$ cat config.mk
export PLATFORM = sky130hd
export DESIGN_NAME = rv32i_hazard_ctrl
export DESIGN_NICKNAME = d
export VERILOG_FILES = /design/src/rtl/rv32i_hazard_ctrl.sv
export SDC_FILE = /design/constraint.sdc
export NUM_CORES = 1
export LEC_CHECK = 0
export CORE_MARGIN = 2
export CORE_UTILIZATION = 40
export DETAILED_ROUTE_END_ITERATION = 6
export PLACE_DENSITY_LB_ADDON = 0.3
export SYNTH_ARGS = -nofsm -noshare
export SYNTH_HDL_FRONTEND = slang
export SYNTH_SLANG_ARGS = --single-unit
export TNS_END_PERCENT = 5
$ cat constraint.sdc
create_clock -name clk -period 2.91 [get_ports clk]
set_clock_uncertainty 0.05 [all_clocks]
set_input_delay 0.582 -clock clk [delete_from_list [all_inputs] [get_ports clk]]
set_output_delay 0.582 -clock clk [all_outputs]
set_load 0.05 [all_outputs]
$ cat src/rtl/rv32i_hazard_ctrl.sv
// rv32i_hazard_ctrl: load-use stall, EX forwarding selects and redirect flush sequencing for a 5-stage RV32I pipe
module rv32i_hazard_ctrl #(
   parameter int FLUSH_CYCLES = 2,
   parameter int CNT_W        = 16
) (
   input  logic             clk,
   input  logic             reset,
   input  logic             id_valid,
   input  logic [31:0]      id_iw,
   input  logic             ex_redirect,
   output logic             stall_out,
   output logic             flush_out,
   output logic             ex_bubble,
   output logic [1:0]       fwd_rs1_sel,
   output logic [1:0]       fwd_rs2_sel,
   output logic [CNT_W-1:0] hz_cnt
);
   localparam logic [6:0] OP_R     = 7'b0110011;
   localparam logic [6:0] OP_IALU  = 7'b0010011;
   localparam logic [6:0] OP_LOAD  = 7'b0000011;
   localparam logic [6:0] OP_S     = 7'b0100011;
   localparam logic [6:0] OP_B     = 7'b1100011;
   localparam logic [6:0] OP_JAL   = 7'b1101111;
   localparam logic [6:0] OP_JALR  = 7'b1100111;
   localparam logic [6:0] OP_LUI   = 7'b0110111;
   localparam logic [6:0] OP_AUIPC = 7'b0010111;
   typedef struct packed {
      logic       valid;
      logic [4:0] rd;
      logic       is_load;
   } sb_t;
   typedef enum logic {RUN, FLUSH} state_t;
   state_t     state;
   logic [2:0] fl_cnt;
   sb_t        sb_ex, sb_mem, sb_wb, id_ent;
   logic [6:0] op;
   logic [4:0] rs1, rs2;
   logic       use_rs1, use_rs2, issue, lu_hit;
   logic [1:0] sel1, sel2;
   logic       unused_ok;
   assign op  = id_iw[6:0];
   assign rs1 = id_iw[19:15];
   assign rs2 = id_iw[24:20];
   // the WB entry and the MEM load flag are tracked for completeness but no select depends on them
   assign unused_ok = ^{id_iw[31:25], id_iw[14:12], sb_wb, sb_mem.is_load};
   // decode register usage of the ID instruction; unknown opcodes touch nothing
   always_comb begin
      use_rs1 = op inside {OP_R, OP_IALU, OP_LOAD, OP_S, OP_B, OP_JALR};
      use_rs2 = op inside {OP_R, OP_S, OP_B};
      id_ent.valid   = (op inside {OP_R, OP_IALU, OP_LOAD, OP_JAL, OP_JALR, OP_LUI, OP_AUIPC}) && id_iw[11:7] != 5'd0;
      id_ent.rd      = id_iw[11:7];
      id_ent.is_load = op == OP_LOAD;
   end
   // hazard detection, flush request and forwarding selects seen by the issuing instruction
   always_comb begin
      lu_hit    = sb_ex.valid && sb_ex.is_load && ((use_rs1 && rs1 == sb_ex.rd) || (use_rs2 && rs2 == sb_ex.rd));
      flush_out = state == FLUSH || ex_redirect;
      stall_out = state == RUN && !ex_redirect && id_valid && lu_hit;
      issue     = state == RUN && !ex_redirect && id_valid && !stall_out;
      sel1 = !use_rs1 ? 2'b00 :
             (sb_ex.valid && !sb_ex.is_load && sb_ex.rd == rs1) ? 2'b01 :
             (sb_mem.valid && sb_mem.rd == rs1) ? 2'b10 : 2'b00;
      sel2 = !use_rs2 ? 2'b00 :
             (sb_ex.valid && !sb_ex.is_load && sb_ex.rd == rs2) ? 2'b01 :
             (sb_mem.valid && sb_mem.rd == rs2) ? 2'b10 : 2'b00;
   end
   // shift the shadow scoreboard and register the EX-stage controls
   always_ff @(posedge clk or negedge reset) begin
      if (!reset) begin
         sb_ex       <= '0;
         sb_mem      <= '0;
         sb_wb       <= '0;
         ex_bubble   <= 1'b1;
         fwd_rs1_sel <= 2'b00;
         fwd_rs2_sel <= 2'b00;
      end else begin
         sb_wb       <= sb_mem;
         sb_mem      <= sb_ex;
         sb_ex       <= issue ? id_ent : '0;
         ex_bubble   <= !issue;
         fwd_rs1_sel <= issue ? sel1 : 2'b00;
         fwd_rs2_sel <= issue ? sel2 : 2'b00;
      end
   end
   // redirect flush sequencer; the redirect cycle itself is the first flush cycle
   always_ff @(posedge clk or negedge reset) begin
      if (!reset) begin
         state  <= RUN;
         fl_cnt <= 3'd0;
      end else if (state == RUN) begin
         if (ex_redirect) begin
            state  <= FLUSH_CYCLES > 1 ? FLUSH : RUN;
            fl_cnt <= 3'(FLUSH_CYCLES - 1);
         end
      end else begin
         fl_cnt <= fl_cnt - 3'd1;
         if (fl_cnt <= 3'd1) state <= RUN;
      end
   end
   // saturating count of stall and flush cycles
   always_ff @(posedge clk or negedge reset) begin
      if (!reset) hz_cnt <= '0;
      else if ((stall_out || flush_out) && hz_cnt != '1) hz_cnt <= hz_cnt + 1'b1;
   end
endmodule

==> results of run 1 <==
registers in the layout, indices dropped and copies added, names as in the netlist:
signal / cells
ex_bubble: 1
fwd_rs2_sel: 2
hz_cnt: 16
sb_mem: 6
state: 1
fwd_rs1_sel: 2
fl_cnt: 3
sb_ex: 7
worst max-delay path, cell delays in order:
cell and delay, ns:
clkdlybuf4s50_1 0.48, and3b_2 0.23, nand4b_4 0.13, o32ai_4 0.32, nand3_2 0.14, nor2_2 0.14
buf_12 0.15
cells in the mapped netlist:
library cell  instances  area (um2)
dfrtp_1              37         926
nor2_1               22        82.6
xnor2_1              19         166
xor2_1               16         140
inv_1                14        52.6
nand3_1              13        65.1
nand2_1               9        33.8
nor4_1                9        56.3
nand4_1               4        25.0
ha_1                  3        37.5
nor3_2                3        30.0
o21ai_0               3        15.0
a21oi_1               2        10.0
and3_1                2        12.5
nor3_1                2        10.0
o22ai_1               2        12.5
or2_2                 2        12.5
a31oi_1               1        6.26
and3b_1               1        8.76
and3b_2               1        10.0
and4_4                1        11.3
buf_6                 1        11.3
dfstp_2               1        26.3
mux2_2                1        11.3
mux2_4                1        15.0
nand2b_1              1        6.26
nand4_4               1        21.3
nand4b_1              1        8.76
nand4b_4              1        23.8
nand4bb_1             1        11.3
o211ai_1              1        7.51
o21ai_2               1        8.76
o21bai_1              1        7.51
o31ai_1               1        7.51
o32a_1                1        10.0
o32ai_2               1        16.3
power by group through the flow:
stage	sequential, mW	combinational [mW]	clock (mW)
floorplan	0.888	0.304	0
global placement	0.737	0.705	0
detailed placement	0.741	0.719	0
CTS	0.731	0.723	0.386
global route	0.745	0.771	0.410
finish	0.729	0.716	0.372
cell type report:
cell class	instances	share of cell area [%]
Clock buffer	8	3.42
Inverter	14	1.99
Sequential cell	38	36.1
Multi-Input combinational cell	128	34.9
Tap cell	54	2.56
Timing Repair Buffer	54	21.0
logic make-up (layout without fill, tap and decap cells):
logic type      after synthesis  count (layout)  share of synthesized area, %
buf+inv                      15              76                          3.33
xor+xnor                     35              35                          16.0
simple gates                 74              74                          22.4
compound gates               14              14                          5.29
flops                        38              38                          49.7
fa+ha+maj                     3               3                          1.96
mux                           2               2                          1.37
path summary, 6_finish.rpt:
path,start,endpoint,cells after the start
max,id_iw[0],stall_out,7
min,reset,hz_cnt[3]$_DFFE_PN0P_,1
max reg2reg,sb_ex[1]$_DFF_PN0_,hz_cnt[11]$_DFFE_PN0P_,8
min reg2reg,sb_ex[6]$_DFF_PN0_,sb_mem[6]$_DFF_PN0_,0
max in group asynchronous,reset,fwd_rs1_sel[1]$_DFF_PN0_,1
min in group clk,sb_ex[6]$_DFF_PN0_,sb_mem[6]$_DFF_PN0_,0
metrics by stage:
stage	instances	utilization (%)	total power, mW	setup WS (ns)	hold slack, ns
6_report	296	56.5	1.82	0.106	0.374
5_1_grt	296	56.5	1.93	0.00815	0.406
3_3_place_gp	288	54.2	1.44	0.0296	0.351
4_1_cts	296	56.1	1.84	0.0108	0.370
2_1_floorplan	181	-	1.19	0.174	0.236
3_5_place_dp	288	54.2	1.46	0.0116	0.361
per-layer routing:
layer,vias to the layer above,track usage (%)
met5,-,0
met4,0,4.94
met3,5,4.56
met2,34,25.0
met1,690,21.9
li1,745,-
timing repair:
item | CTS | global route
hold buffers | 0 | 0
endpoints found under the hold margin | 0 | 0
setup endpoints to repair | 0 | 1
resized for setup | 0 | 3
setup buffers | 0 | 0
==> qor.csv, run 1 <==
stage,metric,value,unit
floorplan,row count,25,
finish,nets@finish,280,
finish,"most common cell after layout, fill and taps aside",clkdlybuf4s50_1,
timing,Slew Limit Fails,0,
floorplan,Die Span X,73.2,um
floorplan,IO Count,59,
power_and_ir_drop,Reg power frac,40.1,%
floorplan,Initial Util,41.1,%
clock_tree,CTS tree,yes,
timing,Worst slew margin,37.9,%
routing,max layer used,met4,
routing,drt pass-1 iters,4,
routing,DRC errors left,0,
floorplan,Die Height,73.2,um
clock_tree,CTS sink cnt,38,
logic_synthesis,Synth Register Bits,38,
critical_path,CP max FO,3,
clock_tree,deepest clock path buffer count,2,
grt,initial antenna violation count,0,
finish,share of layout cells above drive strength 1,12.8,%
routing,Met1 Wirelength,1.88,mm
logic_synthesis,register area share after synthesis,49.7,%
routing,1st-iter DRT viols,66,
finish,Seq. cell area,952,um2
finish,area taken by multi-input logic gates,920,um2
floorplan,Die Footprint,0.00536,mm2
power_and_ir_drop,Clock Power Share,20.5,%
logic_synthesis,Synth Cell Area,0.00192,mm2
logic_synthesis,syn avg cell area,10.6,um2
floorplan,Core Region,0.00466,mm2
routing,met2 routed WL,1.79,mm
grt,gr ovfl total,0,
logic_synthesis,Mapped Cells,181,
outcome,status,finished clean,
power_and_ir_drop,internal power,1.11,mW
timing,Final Cycle Share,96.3,%
critical_path,r2r setup slk,0.84,ns
timing,RSZ-0062 raised after global routing,no,
grt,global-route wire length before repair,6.58,mm
power_and_ir_drop,switch share,38.6,%
worst_hold_path,Hold Path Class,in -> async,
clock_tree,Root Buffer,clkbuf_8,
finish,Area Growth Syn to Fin,37.5,%
power_and_ir_drop,Pwr Density,689,mW/mm2
timing,Fin Setup TNS,0,ns
clock_tree,CTS H-tree depth,2,
placed_design,post-detail-place hpwl,2.93,mm
routing,WL per Instance,13.1,um
routing,routed vias/inst,4.98,
logic_synthesis,"Distinct cells, synth",36,
logic_synthesis,Synth Net Count,220,
grt,GR Util All Layers,16.1,%
critical_path,Worst setup EP type,primary output,
finish,Fillers,425,
placed_design,placement-stage cell area,0.00253,mm2
placed_design,Final GP Congestion,0.793,
power_and_ir_drop,combinational share of power,39.4,%
finish,Post-Layout Inst Area,0.00264,mm2
run,max_cap viols,0,
critical_path,kind of critical path,in -> out,
timing,Slew @ Worst Pin,0.931,ns
critical_path,WP data arrival,2.17,ns
clock_tree,clk_lat worst skew,0.28,ns
logic_synthesis,synth warn,0,
timing,final setup vio count,0,
timing,fin crit period,2.80,ns
clock_tree,total CTS buffers,5,
critical_path,crit path launch type,input pin,
clock_tree,clock slew seen by the registers of the worst setup and hold paths,0.07,ns
routing,via count,1474,
timing,fmax,0.357,GHz
power_and_ir_drop,Switch Pwr,0.702,mW
grt,vias in the first global route,1431,
finish,"commonest cells after routing, fill and taps aside","clkdlybuf4s50_1, dfrtp_1, nor2_1",
finish,Antenna diodes,0,
routing,DRT antenna net count,0,
routing,total wire length,3.89,mm
grt,pin count of the biggest net entering global routing,39,
critical_path,Worst Path Required,2.28,ns
timing,count of final hold-check violations,0,
routing,met3 WL post-DR,156,um
power_and_ir_drop,LEAKAGE,1.16,nW
power_and_ir_drop,Peak VDD IR,0.735,mV
placed_design,I/O Buffers,48,
(Power assumes the default switching activity.)
==> run 2, diff against run 1 <==
--- a/config.mk
+++ b/config.mk
@@ -5,7 +5,8 @@
 export SDC_FILE = /design/constraint.sdc
 export NUM_CORES = 1
 export LEC_CHECK = 0
-export CORE_MARGIN = 2
+export ABC_AREA = 1
+export CORE_MARGIN = 4
 export CORE_UTILIZATION = 40
 export DETAILED_ROUTE_END_ITERATION = 6
 export PLACE_DENSITY_LB_ADDON = 0.3
==> qor.csv, run 2 <==
stage,metric,value,unit
clock_tree,clock slew seen by the registers of the worst setup and hold paths,0.07,ns
floorplan,Initial Util,41.9,%
grt,GR Layer Usage met1,17.0,%
critical_path,Worst setup EP type,primary output,
finish,share of layout cells above drive strength 1,8.63,%
critical_path,CP max stage delay,0.52,ns
clock_tree,CTS sink cnt,38,
routing,1st-iter DRT viols,78,
timing,Slew @ Worst Pin,0.831,ns
outcome,status,finished clean,
logic_synthesis,Synth Cell Area,0.00217,mm2
power_and_ir_drop,combinational share of power,36.0,%
timing,RSZ-0062 raised after global routing,no,
critical_path,CP max FO,3,
clock_tree,post-cts resize count,0,
power_and_ir_drop,Reg power frac,39.1,%
power_and_ir_drop,internal power,1.13,mW
routing,via count,1835,
logic_synthesis,"Distinct cells, synth",32,
logic_synthesis,asr flop ratio synth,100,%
grt,pin count of the biggest net entering global routing,39,
grt,grt peak-use layer,met2,
timing,Slew Limit Fails,0,
logic_synthesis,main area contributors after synthesis,"dfrtp_1, nand2_1, xor2_1",
grt,GR Util All Layers,14.7,%
finish,Antenna diodes,0,
logic_synthesis,"Top FF cell, synth",dfrtp_1,
floorplan,Die Footprint,0.00666,mm2
finish,Fillers,507,
power_and_ir_drop,Peak VDD IR,0.397,mV
routing,total wire length,4.40,mm
grt,vias in the first global route,1744,
finish,Non-Filler Instances,383,
timing,count of final hold-check violations,0,
logic_synthesis,synth cell count leaders,"nand2_1, dfrtp_1, inv_1, nand3_1, nor2_1",
floorplan,Core Region,0.00517,mm2
clock_tree,Post-CTS Hold Fix Bufs,0,
finish,"commonest cells after routing, fill and taps aside","nand2_1, clkdlybuf4s50_1, dfrtp_1",
critical_path,WP data arrival,2.03,ns
floorplan,IO Count,59,
finish,Post-Layout Inst Area,0.00282,mm2
grt,global-route wire length before repair,7.59,mm
worst_hold_path,Hold Path Class,in -> async,
critical_path,kind of critical path,in -> out,
finish,nets@finish,352,
power_and_ir_drop,Switch Pwr,0.662,mW
finish,"most common cell after layout, fill and taps aside",nand2_1,
timing,final setup vio count,0,
grt,met2 Resource Use GR,26.0,%
grt,gr ovfl total,0,
clock_tree,Root Buffer,clkbuf_8,
timing,Final Cycle Share,91.6,%
placed_design,I/O Buffers,48,
critical_path,crit path launch type,input pin,
routing,DRT antenna net count,0,
floorplan,Die Span X,81.6,um
placed_design,post-detail-place hpwl,3.38,mm
critical_path,Worst path slowest cell,clkdlybuf4s50_1,
finish,largest reg by FF count,hz_cnt,
clock_tree,deepest clock path buffer count,2,
timing,fin crit period,2.67,ns
timing,Fin Setup TNS,0,ns
placed_design,placement-stage cell area,0.00271,mm2
power_and_ir_drop,LEAKAGE,1.34,nW
critical_path,crit-path cells,clkdlybuf4s50_1 > xnor2_1 > nand2_1 > nor2_1 > nand3_2 > nand2_2 > nand3_4 > inv_1 > buf_12,
timing,fmax,0.375,GHz
clock_tree,clk_lat worst skew,0.28,ns
clock_tree,total CTS buffers,5,
placed_design,Final GP Congestion,0.878,
grt,Global Route met3 Usage,3.84,%
logic_synthesis,Synth top area share,42.7,%
placed_design,dpl cells,376,
critical_path,Worst Path Required,2.28,ns
logic_synthesis,synth warn,0,
routing,WL per Instance,11.5,um
power_and_ir_drop,Clock Power Share,24.9,%
finish,Top Registers,"hz_cnt: 16 flops, sb_ex: 7 flops, sb_mem: 6 flops",
logic_synthesis,Mapped Cells,262,
grt,initial antenna violation count,0,
floorplan,Die Height,81.6,um
floorplan,row count,26,
timing,Worst slew margin,44.6,%
power_and_ir_drop,Pwr Density,637,mW/mm2
finish,"Core Util, Final",54.5,%
finish,Area Growth Syn to Fin,30.2,%
finish,max reg flops,16,
clock_tree,CTS tree,yes,
logic_synthesis,register area share after synthesis,44.0,%
routing,drt pass-1 iters,4,
logic_synthesis,Post-synth EDFFs,0,
logic_synthesis,post-synth top area cell,dfrtp_1,
power_and_ir_drop,switch share,36.9,%
clock_tree,CTS H-tree depth,2,
logic_synthesis,syn avg cell area,8.27,um2
routing,routed vias/inst,4.79,
clock_tree,Post-CTS Setup Bufs,0,
logic_synthesis,top-count cell post-synth,nand2_1,
logic_synthesis,Synth Net Count,301,
run,max_cap viols,0,
routing,DRC errors left,0,
logic_synthesis,Synth Register Bits,38,
[run 2: cell types whose count changed after synthesis, sizes merged, moves of 4 or more]
cell / before / now
inv: 14 / 35
nand2: 9 / 71
nand3: 13 / 28
nand4: 5 / 9
nor2: 22 / 29
nor4: 9 / 1
xnor2: 19 / 10
[run 2: stage by stage]
stage	setup WS, ns	hold slack (ns)	power, mW
2_1_floorplan	0.596	0.236	1.17
3_3_place_gp	0.262	0.370	1.35
3_5_place_dp	0.251	0.370	1.37
4_1_cts	0.244	0.378	1.83
5_1_grt	0.122	0.407	1.92
6_report	0.244	0.342	1.80
[run 2: cells by family after synthesis]
kind of cell / synth area share (%)
buffers and inverters: 7.39
and+or+nand+nor: 33.2
DFF: 44.0
adders and majority gates: 1.73
AOI/OAI and AO/OA: 3.24
xor gates and xnor gates: 10.5
[run 2: critical path, delay by kind of cell]
| kind | cells | cell delay [ns] |
|---|---|---|
| XOR/XNOR | 1 | 0.13 |
| buffers and inverters | 3 | 0.77 |
| AND/OR/NAND/NOR | 5 | 0.54 |
[run 2: layout make-up]
class	instances	area [um2]	area share [%]
multi-input cells	185	1050	37.4
flip-flops and latches	38	952	33.8
repair buffers	48	483	17.1
inverters	35	131	4.66
well taps	70	87.6	3.11
clock buffers	6	82.6	2.93
clock inverters	1	30.0	1.06
[run 2: final timing paths]
path                       slack [ns]                        to  depth (start not counted)                  start
max reg2reg                      1.07     hz_cnt[9]$_DFFE_PN0P_                          7  hz_cnt[0]$_DFFE_PN0P_
min                              0.34     hz_cnt[2]$_DFFE_PN0P_                          1                  reset
min reg2reg                      0.37       sb_mem[6]$_DFF_PN0_                          0     sb_ex[6]$_DFF_PN0_
min in group clk                 0.37       sb_mem[6]$_DFF_PN0_                          0     sb_ex[6]$_DFF_PN0_
max                              0.24                 stall_out                          9              id_iw[20]
max in group asynchronous        1.93  fwd_rs2_sel[0]$_DFF_PN0_                          1                  reset
[run 2: routing by layer]
metal  part of all wire (%)  up-vias
li1                       -      927
met3                    6.0        4
met5                      0        -
met2                     50       44
met4                    1.4        0
met1                     43      860
[run 2: power groups by stage]
stage / Sequential (mW) / Combinational [mW] / Clock, mW
6_report: 0.702 / 0.646 / 0.448
3_3_place_gp: 0.708 / 0.640 / 0
2_1_floorplan: 0.843 / 0.325 / 0
3_5_place_dp: 0.713 / 0.654 / 0
5_1_grt: 0.715 / 0.715 / 0.490
4_1_cts: 0.703 / 0.656 / 0.467
